File: config.mk
export PLATFORM = sky130hd
export DESIGN_NAME = divider_32
export DESIGN_NICKNAME = d
export VERILOG_FILES = /design/src/rtl/divider_32.sv
export SDC_FILE = /design/constraint.sdc
export NUM_CORES = 1
export LEC_CHECK = 0
export ABC_AREA = 1
export BUFFER_PORTS_ARGS = -buffer_cell sky130_fd_sc_hd__buf_2
export CORE_ASPECT_RATIO = 1.5
export CORE_MARGIN = 10
export CORE_UTILIZATION = 59
export CTS_CLUSTER_SIZE = 20
export DETAILED_ROUTE_END_ITERATION = 12
export GPL_ROUTABILITY_DRIVEN = 0
export PLACE_DENSITY = 0.81
export SYNTH_ARGS = -nofsm -noshare
export SYNTH_HDL_FRONTEND = slang
export SYNTH_SLANG_ARGS = --single-unit
File: constraint.sdc
create_clock -name clk -period 3.1 [get_ports clk]
set_input_delay 0.465 -clock clk [delete_from_list [all_inputs] [get_ports clk]]
set_output_delay 0.465 -clock clk [all_outputs]
set_load 0.05 [all_outputs]
File: src/rtl/divider_32.sv
// Multi-cycle restoring shift-subtract divider with start/busy/done handshake.
// Define SIGNED_DIV_EN for two's-complement operands (default: unsigned).
module divider_32 #(
  parameter int WIDTH = 32
) (
  input  logic             clk,
  input  logic             rst_n,
  input  logic             start,
  input  logic [WIDTH-1:0] A,
  input  logic [WIDTH-1:0] B,
  output logic             busy,
  output logic             done,
  output logic [WIDTH-1:0] quo,
  output logic [WIDTH-1:0] rem,
  output logic             div_zero
);

  localparam int CW = $clog2(WIDTH);

  typedef enum logic [1:0] {
    IDLE,
    RUN,
    FIN
  } state_t;

  state_t state, state_nx;

  logic [CW-1:0]    cnt;
  logic [WIDTH-1:0] r, q, b;
  logic             dz, neg_q, neg_r;
  logic             accept, last;
  logic [WIDTH:0]   rs, diff;
  logic [WIDTH-1:0] r_nx, q_nx, quo_fix, rem_fix;
  logic [WIDTH-1:0] a_mag, b_mag;
  logic             a_neg, b_neg;

  assign accept = start && (state != RUN);
  assign last   = (state == RUN) && (cnt == CW'(WIDTH - 1));
  assign busy   = (state == RUN);
  assign done   = (state == FIN);

  always_comb begin
`ifdef SIGNED_DIV_EN
    a_neg = A[WIDTH-1];
    b_neg = B[WIDTH-1];
    a_mag = a_neg ? -A : A;
    b_mag = b_neg ? -B : B;
`else
    a_neg = 1'b0;
    b_neg = 1'b0;
    a_mag = A;
    b_mag = B;
`endif
  end

  // One restoring step; the extra bit keeps large divisors from overflowing.
  always_comb begin
    rs   = {r, q[WIDTH-1]};
    diff = rs - {1'b0, b};
    if (!diff[WIDTH]) begin
      r_nx = diff[WIDTH-1:0];
      q_nx = {q[WIDTH-2:0], 1'b1};
    end else begin
      r_nx = rs[WIDTH-1:0];
      q_nx = {q[WIDTH-2:0], 1'b0};
    end
    quo_fix = neg_q ? -q_nx : q_nx;
    rem_fix = neg_r ? -r_nx : r_nx;
  end

  always_ff @(posedge clk or negedge rst_n) begin
    if (!rst_n) state <= IDLE;
    else        state <= state_nx;
  end

  always_comb begin
    state_nx = IDLE;
    unique case (state)
      IDLE:    state_nx = accept ? RUN : IDLE;
      RUN:     state_nx = last ? FIN : RUN;
      FIN:     state_nx = accept ? RUN : IDLE;
      default: state_nx = IDLE;
    endcase
  end

  // A zero divisor spends one RUN cycle holding A in q, then finishes.
  always_ff @(posedge clk or negedge rst_n) begin
    if (!rst_n) begin
      cnt      <= '0;
      r        <= '0;
      q        <= '0;
      b        <= '0;
      dz       <= 1'b0;
      neg_q    <= 1'b0;
      neg_r    <= 1'b0;
      quo      <= '0;
      rem      <= '0;
      div_zero <= 1'b0;
    end else if (accept) begin
      r <= '0;
      b <= b_mag;
      if (B == '0) begin
        dz    <= 1'b1;
        q     <= A;
        cnt   <= CW'(WIDTH - 1);
        neg_q <= 1'b0;
        neg_r <= 1'b0;
      end else begin
        dz    <= 1'b0;
        q     <= a_mag;
        cnt   <= '0;
        neg_q <= a_neg ^ b_neg;
        neg_r <= a_neg;
      end
    end else if (state == RUN) begin
      if (last) begin
        if (dz) begin
          quo      <= '1;
          rem      <= q;
          div_zero <= 1'b1;
        end else begin
          quo      <= quo_fix;
          rem      <= rem_fix;
          div_zero <= 1'b0;
        end
      end else begin
        r   <= r_nx;
        q   <= q_nx;
        cnt <= cnt + 1'b1;
      end
    end
  end

endmodule

# [Word level (Yosys, flattened, before mapping)]
# Index checks and enable logic that the tools add are counted.
[word_totals] reg_bits=169 latchBits=0 mem_bits_rw=0 romBits=0 in_bits=67 output_inout_bits=67 wordCells=44 n_memories=0
[op_classes] add_sub_neg=2 mul=0 n_div=0 order_cmp=0 n_eq_ne=5 shift=0 mux=19 bitwise_logic=1 reduce_logical=8
[ops] cell="2-to-1 mux 32 bit" n=9
[ops] cell="subtractor 33 x 32 -> 33 bit" n=1
[ops] cell="zero test 32 bit" n=1
[ops] cell="2-to-1 mux 5 bit" n=4
[ops] cell="adder 5 x 1 -> 5 bit (second input constant)" n=1
[ops] cell="equality test 5 bit (second input constant)" n=1
[ops] cell="2-to-1 mux 1 bit" n=4
[ops] cell="case mux 2 bit (2 select lines)" n=1
[ops] cell="AND reduction 3 bit" n=1
[ops] cell="equality test 2 x 1 -> 1 bit (second input constant)" n=1
[ops] cell="equality test 2 bit (second input constant)" n=1
[ops] cell="logical AND 1 bit" n=2
[ops] cell="zero test 2 bit" n=1
[ops] cell="2-to-1 mux 2 bit" n=1
[ops] cell="!= test 2 x 1 -> 1 bit (second input constant)" n=1
[ops] cell="!= test 2 bit (second input constant)" n=1
[ops] cell="AND reduction 2 bit" n=1
[ops] cell="nonzero test 2 bit" n=1
[ops] cell="OR reduction 2 bit" n=1
[ops] cell="inverter 1 bit" n=1

# [Depth between registers and ports, before layout]
# Gate-level depths: netlist of the first run.
[logic_depth] depth_word=5 depth_mapped=19 depth_no_buf=18

# [Least setup slack after synthesis of the first run]
# No wires, ideal clock.
[synth_path] kind="flip-flop to flip-flop" startpoint="register q[31]" endpoint="register rem[4]" setup_ns=0.118 arrival_ns=2.151 t_required_ns=2.982 slack_ns=0.831 stages_incl_launch_ff=20 path_buffers=1 period_less_slack_ns=2.269 path_cell_list="dfrtp_1 -> inv_1 -> ha_1 -> inv_1 -> fa_1 -> nand2_1 -> nand2_1 -> nand3_2 -> nand2_2 -> nand2_2 -> nand2_4 -> nand2_4 -> nand2_4 -> nand2_4 -> nand2_8 -> buf_12 -> nand2_4 -> nand3_1 -> nand2_1 -> nand2_1"
[synth_between] elab_chain_len=3
[synth_rtl] item="start, declared" line_no="29" source="logic [WIDTH-1:0] r, q, b;"
[synth_rtl] item="start signal, assigned" line_no="110" source="q <= a_mag;"
[synth_rtl] item="start signal, assigned" line_no="128" source="q <= q_nx;"
[synth_rtl] item="subtractor 33 x 32 -> 33 bit" line_no="59" source="diff = rs - {1'b0, b};"
[synth_rtl] item="2-to-1 mux 32 bit" line_no="60" source="if (!diff[WIDTH]) begin"
[synth_rtl] item="2-to-1 mux 32 bit" line_no="117" source="if (dz) begin"
[synth_rtl] item="end signal, assigned" line_no="119" source="rem <= q;"
[synth_rtl] item="end signal, assigned" line_no="123" source="rem <= rem_fix;"
[synth_rtl] item="end, declared" line_no="14" source="output logic [WIDTH-1:0] rem,"
# Every way passes these cells.
# A chain may end at the register's enable or synchronous reset.

# [Worst setup path in the final report of the first run]
[layout_path] startpoint="register q[31]" endpoint="register rem[18]"
# The elaborated chain is that of the path after synthesis.

==> flow_results.xml, run 1 <==
<?xml version="1.0" encoding="UTF-8"?>
<metrics>
  <group name="global_route">
    <metric name="antenna_found_initial" unit="">0</metric>
    <metric name="grt_max_degree" unit="">97</metric>
    <metric name="grt_usage" unit="">0.253</metric>
    <metric name="first_pass_grt_wire_length" unit="um">47900</metric>
    <metric name="total_congestion_overflow" unit="">0</metric>
    <metric name="first_global_vias" unit="">9618</metric>
  </group>
  <group name="sta">
    <metric name="achievable-frequency" unit="MHz">370</metric>
    <metric name="hold_viol" unit="">0</metric>
    <metric name="slew-limit-headroom" unit="">0.416</metric>
    <metric name="skew" unit="ns">0.00872</metric>
    <metric name="setup_viol_count_final" unit="">0</metric>
    <metric name="final_report_max_slew_violation_count" unit="">0</metric>
    <metric name="minimum_clock_period_after_layout" unit="ns">2.70</metric>
    <metric name="final_min_period_over_clock_period" unit="">0.871</metric>
    <metric name="rsz_0062_raised_after_global_routing" unit="">false</metric>
    <metric name="setup_tns" unit="ns">0</metric>
    <metric name="timing_worst_slew_pin_value" unit="ns">0.876</metric>
  </group>
  <group name="job">
    <metric name="max_cap_violations" unit="">0</metric>
  </group>
  <group name="clocking">
    <metric name="clk_latency" unit="ns">0.44</metric>
    <metric name="clock_sink_count" unit="">169</metric>
    <metric name="tritoncts.num_buffers" unit="">17</metric>
    <metric name="tritoncts" unit="">done</metric>
    <metric name="clk_root_buffer_cell" unit="">clkbuf_16</metric>
    <metric name="cts.repair.resized" unit="">0</metric>
    <metric name="holdBufCountCts" unit="">0</metric>
    <metric name="cts.reportedPaths.clkPinSlew" unit="ns">0.07</metric>
    <metric name="clockBufferDepth" unit="">2</metric>
    <metric name="cts_max_level" unit="">4</metric>
    <metric name="cts_setup_buffers" unit="">0</metric>
  </group>
  <group name="yosys">
    <metric name="synth_area_per_cell" unit="um2">7.34</metric>
    <metric name="synth_cells" unit="">1396</metric>
    <metric name="synth_flop_cell" unit="">dfrtp_1</metric>
    <metric name="combinational_family_with_the_most_area_after_synthesis" unit="">simple AND/OR/NAND/NOR gates</metric>
    <metric name="ys_ff_latch" unit="">169</metric>
    <metric name="ys_types" unit="">45</metric>
    <metric name="synthMuxAreaShare" unit="">0</metric>
    <metric name="synth_xor_area_frac" unit="">0.0128</metric>
    <metric name="seq_area_frac_synth" unit="">0.413</metric>
    <metric name="synth_warnings" unit="">0</metric>
    <metric name="synthArstFlopShare" unit="">1.00</metric>
    <metric name="synth-adder-area-share" unit="">0.0435</metric>
    <metric name="yosys.area_share.simple" unit="">0.321</metric>
    <metric name="synth-compound-area-share" unit="">0.110</metric>
    <metric name="synth_enable_flop_cells" unit="">0</metric>
    <metric name="synth_fp_nets" unit="">1498</metric>
    <metric name="syn_area" unit="um2">10200</metric>
  </group>
  <group name="critical_path">
    <metric name="crit_end_element" unit="">register</metric>
    <metric name="critPathLaunchType" unit="">register</metric>
    <metric name="critPathRequiredTime" unit="ns">3.47</metric>
    <metric name="arrival" unit="ns">3.07</metric>
    <metric name="setup.worst_path.class" unit="">reg -&gt; reg</metric>
    <metric name="cp_max_fo" unit="">33</metric>
  </group>
  <group name="die">
    <metric name="die_boundary_width" unit="um">128</metric>
    <metric name="floorplan.rows" unit="">59</metric>
    <metric name="top_level_ports" unit="">134</metric>
    <metric name="design.die.area" unit="um2">23100</metric>
    <metric name="chipHeight" unit="um">181</metric>
    <metric name="core_area" unit="um2">17200</metric>
    <metric name="start_util" unit="">0.595</metric>
  </group>
  <group name="layout">
    <metric name="final_layout_size_suffix_gt1_frac" unit="">0.156</metric>
    <metric name="num_antenna_cells" unit="">0</metric>
    <metric name="layout-area-overhead-vs-synth" unit="%">14.1</metric>
    <metric name="fin_nets" unit="">1615</metric>
  </group>
  <group name="placement">
    <metric name="place_hpwl" unit="um">21500</metric>
    <metric name="io_buffers" unit="">133</metric>
  </group>
  <group name="route">
    <metric name="detail_route.vias_per_cell" unit="">5.53</metric>
    <metric name="met3_length" unit="um">2170</metric>
    <metric name="drtAntennaViolNets" unit="">0</metric>
    <metric name="drt-wirelength-per-cell" unit="um">16.7</metric>
    <metric name="wl_met1" unit="um">11400</metric>
    <metric name="drt_first_iter_violations" unit="">891</metric>
    <metric name="final_wirelength" unit="um">29100</metric>
    <metric name="met2_length" unit="um">14200</metric>
    <metric name="drt_pre_antenna_iters" unit="">5</metric>
    <metric name="top_layer_used" unit="">met4</metric>
    <metric name="remaining_drc_errors" unit="">0</metric>
    <metric name="routed-via-count" unit="">9608</metric>
  </group>
  <group name="worst_hold_path">
    <metric name="timing.hold.worst.class" unit="">in -&gt; async</metric>
  </group>
  <group name="run_status">
    <metric name="status" unit="">completed</metric>
  </group>
</metrics>
==> cells by family after synthesis <==
kind of cell	after synthesis
and+or+nand+nor	753
buffers and inverters	257
DFF	169
AOI/OAI and AO/OA	167
adders and majority gates	35
xor gates and xnor gates	15
==> final timing paths <==
| path | end | slack (ns) | start | cells past startpoint |
|---|---|---|---|---|
| max | rem[18]$_DFFE_PN0P_ | 0.40 | q[31]$_DFFE_PN0P_ | 17 |
| min | b[9]$_DFFE_PN0P_ | 0.03 | rst_n | 1 |
| max reg2reg | rem[18]$_DFFE_PN0P_ | 0.40 | q[31]$_DFFE_PN0P_ | 17 |
| min reg2reg | rem[7]$_DFFE_PN0P_ | 0.48 | rem[7]$_DFFE_PN0P_ | 2 |
| max in group asynchronous | rem[10]$_DFFE_PN0P_ | 2.24 | rst_n | 2 |
| min in group clk | q[23]$_DFFE_PN0P_ | 0.24 | A[23] | 3 |
==> metal layers <==
metal | vias to the layer above | track usage
met2 | 417 | 0.422
met4 | 0 | 0.126
met5 | - | 0
met3 | 88 | 0.0524
met1 | 4436 | 0.300
li1 | 4667 | -
==> Yosys cell counts, types with 5 or more instances <==
| library cell | n | area share |
|---|---|---|
| inv_1 | 195 | 0.071 |
| dfrtp_1 | 169 | 0.41 |
| buf_2 | 7 | 0.0034 |
| o221ai_1 | 31 | 0.027 |
| buf_1 | 6 | 0.0022 |
| o21bai_1 | 5 | 0.0037 |
| nand4_1 | 9 | 0.0055 |
| a21oi_1 | 53 | 0.026 |
| a2bb2oi_1 | 31 | 0.027 |
| clkbuf_1 | 33 | 0.012 |
| inv_2 | 10 | 0.0037 |
| nand3_1 | 94 | 0.046 |
| ha_1 | 34 | 0.042 |
| and2_1 | 5 | 0.0031 |
| nor2_1 | 43 | 0.016 |
| nand3_2 | 5 | 0.0049 |
| nor3_1 | 7 | 0.0034 |
| nand2_4 | 24 | 0.026 |
| xor2_1 | 11 | 0.0094 |
| nor4_1 | 5 | 0.0031 |
| o21ai_0 | 35 | 0.017 |
| nand2_1 | 545 | 0.20 |
==> registers in the layout, summed over array words and instances, names as in the netlist <==
| signal | cells |
|---|---|
| b | 32 |
| q | 32 |
| rem | 32 |
| state | 2 |
| r | 32 |
| div_zero | 1 |
| quo | 32 |
| cnt | 5 |
| dz | 1 |
==> cell usage in the layout, fill, tap and decap left out, types with 2 or more instances in the layout <==
master / count
nor2_4: 3
nand2_1: 545
o21bai_1: 5
a21oi_2: 2
inv_1: 194
dfrtp_1: 169
clkinv_8: 3
nand3_2: 5
nand2_2: 4
buf_2: 132
a2bb2oi_1: 31
o21ai_0: 35
o211ai_1: 3
o221ai_1: 31
inv_2: 11
clkbuf_16: 17
nand2_4: 24
and2_1: 5
xor2_1: 11
nor4_1: 5
buf_4: 15
nor3_1: 7
ha_1: 34
nand4_1: 9
o311ai_0: 2
inv_8: 3
nand3_1: 94
nor2_1: 41
nor2_2: 5
xnor2_1: 4
a21oi_1: 53
inv_6: 6
==> stage by stage <==
step	std cells	cell area (um2)	setup WS, ns	util	hold WS, ns
2_1_floorplan	1396	10200	0.831	-	0.169
4_1_cts	1739	11700	0.412	0.680	0.0560
5_1_grt	1739	11700	0.218	0.680	0.0674
3_3_place_gp	1707	11100	0.522	0.644	0.459
3_5_place_dp	1707	11100	0.418	0.644	0.460
6_report	1739	11700	0.401	0.680	0.0307
==> area by class of cell <==
type / instances / area, um2
clock inverters: 15 / 190
flip-flops and latches: 169 / 4230
clock buffers: 17 / 425
well taps: 213 / 267
repair buffers: 149 / 805
multi-input cells: 970 / 5000
inverters: 206 / 773
fillers: 1454 / 5510
==> critical path, cell delays in order, from the launching register on <==
cell	delay (ns)
dfrtp_1	0.39
inv_1	0.10
ha_1	0.15
inv_1	0.07
fa_1	0.42
nand2_1	0.08
nand2_1	0.09
nand3_2	0.09
nand2_2	0.09
nand2_2	0.09
nand2_4	0.06
nand2_4	0.09
nand3_4	0.16
nand2_8	0.38
nand2_1	0.15
nand3_1	0.11
nand2_1	0.07
nand2_1	0.06
Power of run 1 is not shown: default switching activity piles up to over one toggle a cycle in this logic, so the estimate is an artifact.
==> inputs of run 2 (changes only) <==
Settings changed: BUFFER_PORTS_ARGS -buffer_cell sky130_fd_sc_hd__buf_2 to unset, CORE_UTILIZATION 59 to 65, DONT_BUFFER_PORTS set to 1.
==> flow_results.xml, run 2 (synthesized netlist as in run 1, its figures left out) <==
<?xml version="1.0" encoding="UTF-8"?>
<metrics>
  <group name="run_status">
    <metric name="status" unit="">finished, violations left</metric>
    <metric name="violations_in_the_final_reports" unit="">negative hold slack</metric>
  </group>
  <group name="route">
    <metric name="met2_length" unit="um">13800</metric>
    <metric name="remaining_drc_errors" unit="">0</metric>
    <metric name="final_wirelength" unit="um">28200</metric>
    <metric name="met3_length" unit="um">2570</metric>
    <metric name="drt_pre_antenna_iters" unit="">6</metric>
    <metric name="drtAntennaViolNets" unit="">0</metric>
    <metric name="detail_route.vias_per_cell" unit="">5.75</metric>
    <metric name="drt_first_iter_violations" unit="">697</metric>
    <metric name="top_layer_used" unit="">met4</metric>
    <metric name="routed-via-count" unit="">9152</metric>
    <metric name="wl_met1" unit="um">10700</metric>
    <metric name="drt-wirelength-per-cell" unit="um">17.7</metric>
  </group>
  <group name="sta">
    <metric name="setup_tns" unit="ns">0</metric>
    <metric name="hold_viol" unit="">169</metric>
    <metric name="setup_viol_count_final" unit="">0</metric>
    <metric name="final_min_period_over_clock_period" unit="">0.938</metric>
    <metric name="minimum_clock_period_after_layout" unit="ns">2.91</metric>
    <metric name="skew" unit="ns">0.0132</metric>
    <metric name="final_report_max_slew_violation_count" unit="">0</metric>
    <metric name="slew-limit-headroom" unit="">0.294</metric>
    <metric name="timing_worst_slew_pin_value" unit="ns">1.05</metric>
    <metric name="achievable-frequency" unit="MHz">344</metric>
    <metric name="hold_slack" unit="ns">-0.281</metric>
    <metric name="rsz_0062_raised_after_global_routing" unit="">false</metric>
  </group>
  <group name="clocking">
    <metric name="clk_root_buffer_cell" unit="">clkbuf_16</metric>
    <metric name="clock_sink_count" unit="">169</metric>
    <metric name="clk_latency" unit="ns">0.43</metric>
    <metric name="clockBufferDepth" unit="">2</metric>
    <metric name="tritoncts" unit="">done</metric>
    <metric name="cts_max_level" unit="">4</metric>
    <metric name="cts.repair.resized" unit="">0</metric>
    <metric name="cts.reportedPaths.clkPinSlew" unit="ns">0.08</metric>
    <metric name="tritoncts.num_buffers" unit="">17</metric>
  </group>
  <group name="global_route">
    <metric name="grt_max_degree" unit="">170</metric>
    <metric name="antenna_found_initial" unit="">0</metric>
    <metric name="total_congestion_overflow" unit="">0</metric>
    <metric name="grt_usage" unit="">0.263</metric>
    <metric name="first_pass_grt_wire_length" unit="um">45200</metric>
    <metric name="first_global_vias" unit="">8995</metric>
  </group>
  <group name="critical_path">
    <metric name="arrival" unit="ns">3.27</metric>
    <metric name="reg2reg_setup_slack" unit="ns">0.19</metric>
    <metric name="cp_max_fo" unit="">19</metric>
    <metric name="worstRegToRegCells" unit="">17</metric>
    <metric name="setup.worst_path.class" unit="">reg -&gt; reg</metric>
    <metric name="crit_end_element" unit="">register</metric>
    <metric name="critPathLaunchType" unit="">register</metric>
    <metric name="critPathRequiredTime" unit="ns">3.47</metric>
  </group>
  <group name="die">
    <metric name="start_util" unit="">0.658</metric>
    <metric name="design.die.area" unit="um2">21300</metric>
    <metric name="die_boundary_width" unit="um">122</metric>
    <metric name="chipHeight" unit="um">174</metric>
    <metric name="top_level_ports" unit="">134</metric>
    <metric name="core_area" unit="um2">15600</metric>
    <metric name="floorplan.rows" unit="">56</metric>
  </group>
  <group name="worst_hold_path">
    <metric name="timing.hold.worst.class" unit="">in -&gt; async</metric>
  </group>
  <group name="layout">
    <metric name="num_antenna_cells" unit="">0</metric>
    <metric name="layout-area-overhead-vs-synth" unit="%">6.90</metric>
    <metric name="most_frequent_cells_in_the_layout" unit="">545 x nand2_1, 194 x inv_1, 169 x dfrtp_1</metric>
    <metric name="layout_commonest_cell" unit="">nand2_1</metric>
    <metric name="fin_nets" unit="">1479</metric>
    <metric name="final_layout_size_suffix_gt1_frac" unit="">0.0734</metric>
  </group>
  <group name="job">
    <metric name="max_cap_violations" unit="">0</metric>
  </group>
  <group name="placement">
    <metric name="place_hpwl" unit="um">20400</metric>
    <metric name="io_buffers" unit="">0</metric>
  </group>
</metrics>
==> run 2: changes by cell type in the layout (fill, tap and decap cells not counted), moves of 2 or more <==
cell | before | now
clkinv_4 | 1 | 3
buf_4 | 15 | 12
clkinvlp_4 | 0 | 2
inv_8 | 3 | 6
inv_6 | 6 | 1
buf_2 | 132 | 0
==> run 2: layer usage <==
layer  GRT usage  vias up
li1            -     4386
met1       0.315     4291
met2       0.435      404
met3      0.0691       71
met4       0.106        0
met5           0        -
==> run 2: final cells by class <==
type	count	area, um2
clock buffers	18	439
repair buffers	12	90.1
multi-input cells	971	5010
clock inverters	14	150
well taps	203	254
fillers	1279	4610
inverters	206	773
flip-flops and latches	169	4230
==> run 2: path summary, 6_finish.rpt <==
| path | endpoint | start |
|---|---|---|
| worst min register to register | b[0]$_DFFE_PN0P_ | b[0]$_DFFE_PN0P_ |
| min in group clk | b[24]$_DFFE_PN0P_ | B[24] |
| max in group asynchronous | r[4]$_DFFE_PN0P_ | rst_n |
| worst min-delay path | b[23]$_DFFE_PN0P_ | rst_n |
| worst max-delay path | r[10]$_DFFE_PN0P_ | q[31]$_DFFE_PN0P_ |
| worst max register to register | r[10]$_DFFE_PN0P_ | q[31]$_DFFE_PN0P_ |
==> run 2: worst max-delay path, stage by stage, from the launching register on <==
cell     delay (ns)
dfrtp_1        0.38
inv_1          0.12
ha_1           0.19
inv_1          0.10
fa_1           0.42
nand2_1        0.09
nand2_1        0.11
nand3_2        0.10
nand2_2        0.09
nand2_2        0.09
nand2_4        0.06
nand2_4        0.09
nand3_4        0.24
nand2_4        0.47
nand2_4        0.08
nand2_1        0.09
nand2_1        0.06
nand2_1        0.06
==> run 2: what timing repair did <==
| item | 4_1_cts | 5_1_grt |
|---|---|---|
| setup buffers | 0 | 0 |
| setup endpoints to repair | 0 | 10 |
| endpoints found under the hold margin | 169 | 169 |
==> run 2: through the flow <==
stage	cell area [um2]	util	hold slack [ns]	setup WS, ns	std cells
2_1_floorplan	10200	-	0.169	0.831	1396
3_3_place_gp	10300	0.665	0.178	0.377	1560
3_5_place_dp	10300	0.665	0.177	0.259	1560
4_1_cts	10900	0.703	-0.284	0.179	1592
5_1_grt	10900	0.704	-0.294	0.0278	1593
6_report	10900	0.704	-0.281	0.193	1593
Power of run 2 is left out for the same reason.
==> inputs of run 3 (changes only) <==
Clock period 3.1 ns to 2.9 ns, I/O delays scaled along.
==> flow_results.xml, run 3 (synthesized netlist as in run 1, its figures left out) <==
<?xml version="1.0" encoding="UTF-8"?>
<metrics>
  <group name="die">
    <metric name="floorplan.rows" unit="">56</metric>
    <metric name="chipHeight" unit="um">174</metric>
    <metric name="top_level_ports" unit="">134</metric>
    <metric name="core_area" unit="um2">15600</metric>
    <metric name="design.die.area" unit="um2">21300</metric>
    <metric name="start_util" unit="">0.658</metric>
    <metric name="die_boundary_width" unit="um">122</metric>
  </group>
  <group name="clocking">
    <metric name="cts_max_level" unit="">4</metric>
    <metric name="tritoncts.num_buffers" unit="">17</metric>
    <metric name="clock_sink_count" unit="">169</metric>
    <metric name="clk_latency" unit="ns">0.44</metric>
    <metric name="clockBufferDepth" unit="">2</metric>
    <metric name="cts.reportedPaths.clkPinSlew" unit="ns">0.07</metric>
    <metric name="tritoncts" unit="">done</metric>
    <metric name="clk_root_buffer_cell" unit="">clkbuf_16</metric>
  </group>
  <group name="sta">
    <metric name="slew-limit-headroom" unit="">0.284</metric>
    <metric name="achievable-frequency" unit="MHz">361</metric>
    <metric name="skew" unit="ns">0.00986</metric>
    <metric name="hold_viol" unit="">169</metric>
    <metric name="final_report_max_slew_violation_count" unit="">0</metric>
    <metric name="timing_worst_slew_pin_value" unit="ns">1.07</metric>
    <metric name="minimum_clock_period_after_layout" unit="ns">2.77</metric>
    <metric name="setup_slack" unit="ns">0.129</metric>
    <metric name="setup_viol_count_final" unit="">0</metric>
    <metric name="final_min_period_over_clock_period" unit="">0.956</metric>
    <metric name="rsz_0062_raised_after_global_routing" unit="">false</metric>
    <metric name="hold_slack" unit="ns">-0.311</metric>
    <metric name="setup_tns" unit="ns">0</metric>
  </group>
  <group name="layout">
    <metric name="layout_commonest_cell" unit="">nand2_1</metric>
    <metric name="fin_nets" unit="">1481</metric>
    <metric name="num_antenna_cells" unit="">0</metric>
    <metric name="layout.cells.non_filler" unit="">1595</metric>
    <metric name="final_layout_size_suffix_gt1_frac" unit="">0.0747</metric>
    <metric name="most_frequent_cells_in_the_layout" unit="">545 x nand2_1, 194 x inv_1, 169 x dfrtp_1</metric>
    <metric name="layout-area-overhead-vs-synth" unit="%">7.59</metric>
  </group>
  <group name="route">
    <metric name="drtAntennaViolNets" unit="">0</metric>
    <metric name="routed-via-count" unit="">9144</metric>
    <metric name="remaining_drc_errors" unit="">0</metric>
    <metric name="drt_first_iter_violations" unit="">744</metric>
    <metric name="detail_route.vias_per_cell" unit="">5.73</metric>
    <metric name="drt_pre_antenna_iters" unit="">5</metric>
    <metric name="drt-wirelength-per-cell" unit="um">17.5</metric>
    <metric name="final_wirelength" unit="um">27900</metric>
  </group>
  <group name="critical_path">
    <metric name="cp_max_fo" unit="">16</metric>
    <metric name="setup.worst_path.class" unit="">reg -&gt; reg</metric>
    <metric name="crit_end_element" unit="">register</metric>
    <metric name="arrival" unit="ns">3.10</metric>
    <metric name="critPathRequiredTime" unit="ns">3.23</metric>
    <metric name="critPathLaunchType" unit="">register</metric>
  </group>
  <group name="placement">
    <metric name="io_buffers" unit="">0</metric>
    <metric name="placed_cells_incl_taps" unit="">1561</metric>
    <metric name="dp_slack" unit="ns">0.155</metric>
    <metric name="place_hpwl" unit="um">20300</metric>
  </group>
  <group name="run_status">
    <metric name="status" unit="">finished, violations left</metric>
    <metric name="violations_in_the_final_reports" unit="">negative hold slack</metric>
  </group>
  <group name="global_route">
    <metric name="grt_max_degree" unit="">170</metric>
    <metric name="antenna_found_initial" unit="">0</metric>
    <metric name="first_pass_grt_wire_length" unit="um">44900</metric>
    <metric name="total_congestion_overflow" unit="">0</metric>
    <metric name="first_global_vias" unit="">8978</metric>
    <metric name="grt_usage" unit="">0.262</metric>
  </group>
  <group name="worst_hold_path">
    <metric name="timing.hold.worst.class" unit="">in -&gt; async</metric>
  </group>
  <group name="job">
    <metric name="max_cap_violations" unit="">0</metric>
  </group>
</metrics>
run 3: final cells by class:
cell class              count  area [um2]
multi-input cells         971        5010
fillers                  1303        4540
flip-flops and latches    169        4230
inverters                 206         773
clock buffers              17         425
well taps                 203         254
clock inverters            15         190
repair buffers             14         134
run 3: per-layer routing:
layer / up-vias / part of all wire / global-route usage
met5: - / 0 / 0
met4: 0 / 0.033 / 0.105
met3: 61 / 0.093 / 0.0740
met2: 379 / 0.49 / 0.431
met1: 4318 / 0.39 / 0.313
li1: 4386 / - / -
run 3: final timing paths:
check	cells past startpoint	end	slack (ns)	startpoint
setup / recovery	18	rem[28]$_DFFE_PN0P_	0.13	q[31]$_DFFE_PN0P_
hold / removal	0	b[22]$_DFFE_PN0P_	-0.31	rst_n
setup reg to reg	18	rem[28]$_DFFE_PN0P_	0.13	q[31]$_DFFE_PN0P_
hold reg to reg	2	b[0]$_DFFE_PN0P_	0.49	b[0]$_DFFE_PN0P_
max in group asynchronous	0	b[17]$_DFFE_PN0P_	2.82	rst_n
min in group clk	2	q[9]$_DFFE_PN0P_	0.12	A[9]
run 3: repair_timing:
action                                  CTS  global route
hold endpoints to repair                169           169
buffers inserted                          0             1
endpoints found under the setup margin    0            40
resized for setup                         0             1
run 3: through the flow:
stage / instance area [um2] / hold slack, ns / util
after global routing: 11000 / -0.315 / 0.708
after detailed placement: 10400 / 0.149 / 0.667
after global placement: 10400 / 0.147 / 0.667
after CTS: 11000 / -0.306 / 0.707
after floorplan: 10200 / 0.139 / -
final: 11000 / -0.311 / 0.708
run 3: critical path, stage by stage, from the launching register on:
cell	delay (ns)
dfrtp_1	0.38
inv_1	0.10
ha_1	0.20
inv_1	0.10
fa_1	0.43
nand2_1	0.08
nand2_1	0.09
nand3_2	0.09
nand2_2	0.09
nand2_2	0.09
nand2_4	0.06
nand2_4	0.09
nand2_4	0.06
nand2_4	0.14
nand2_4	0.29
nand2_4	0.14
nand3_1	0.11
nand2_1	0.09
nand2_1	0.04
Power of run 3 is left out for the same reason.
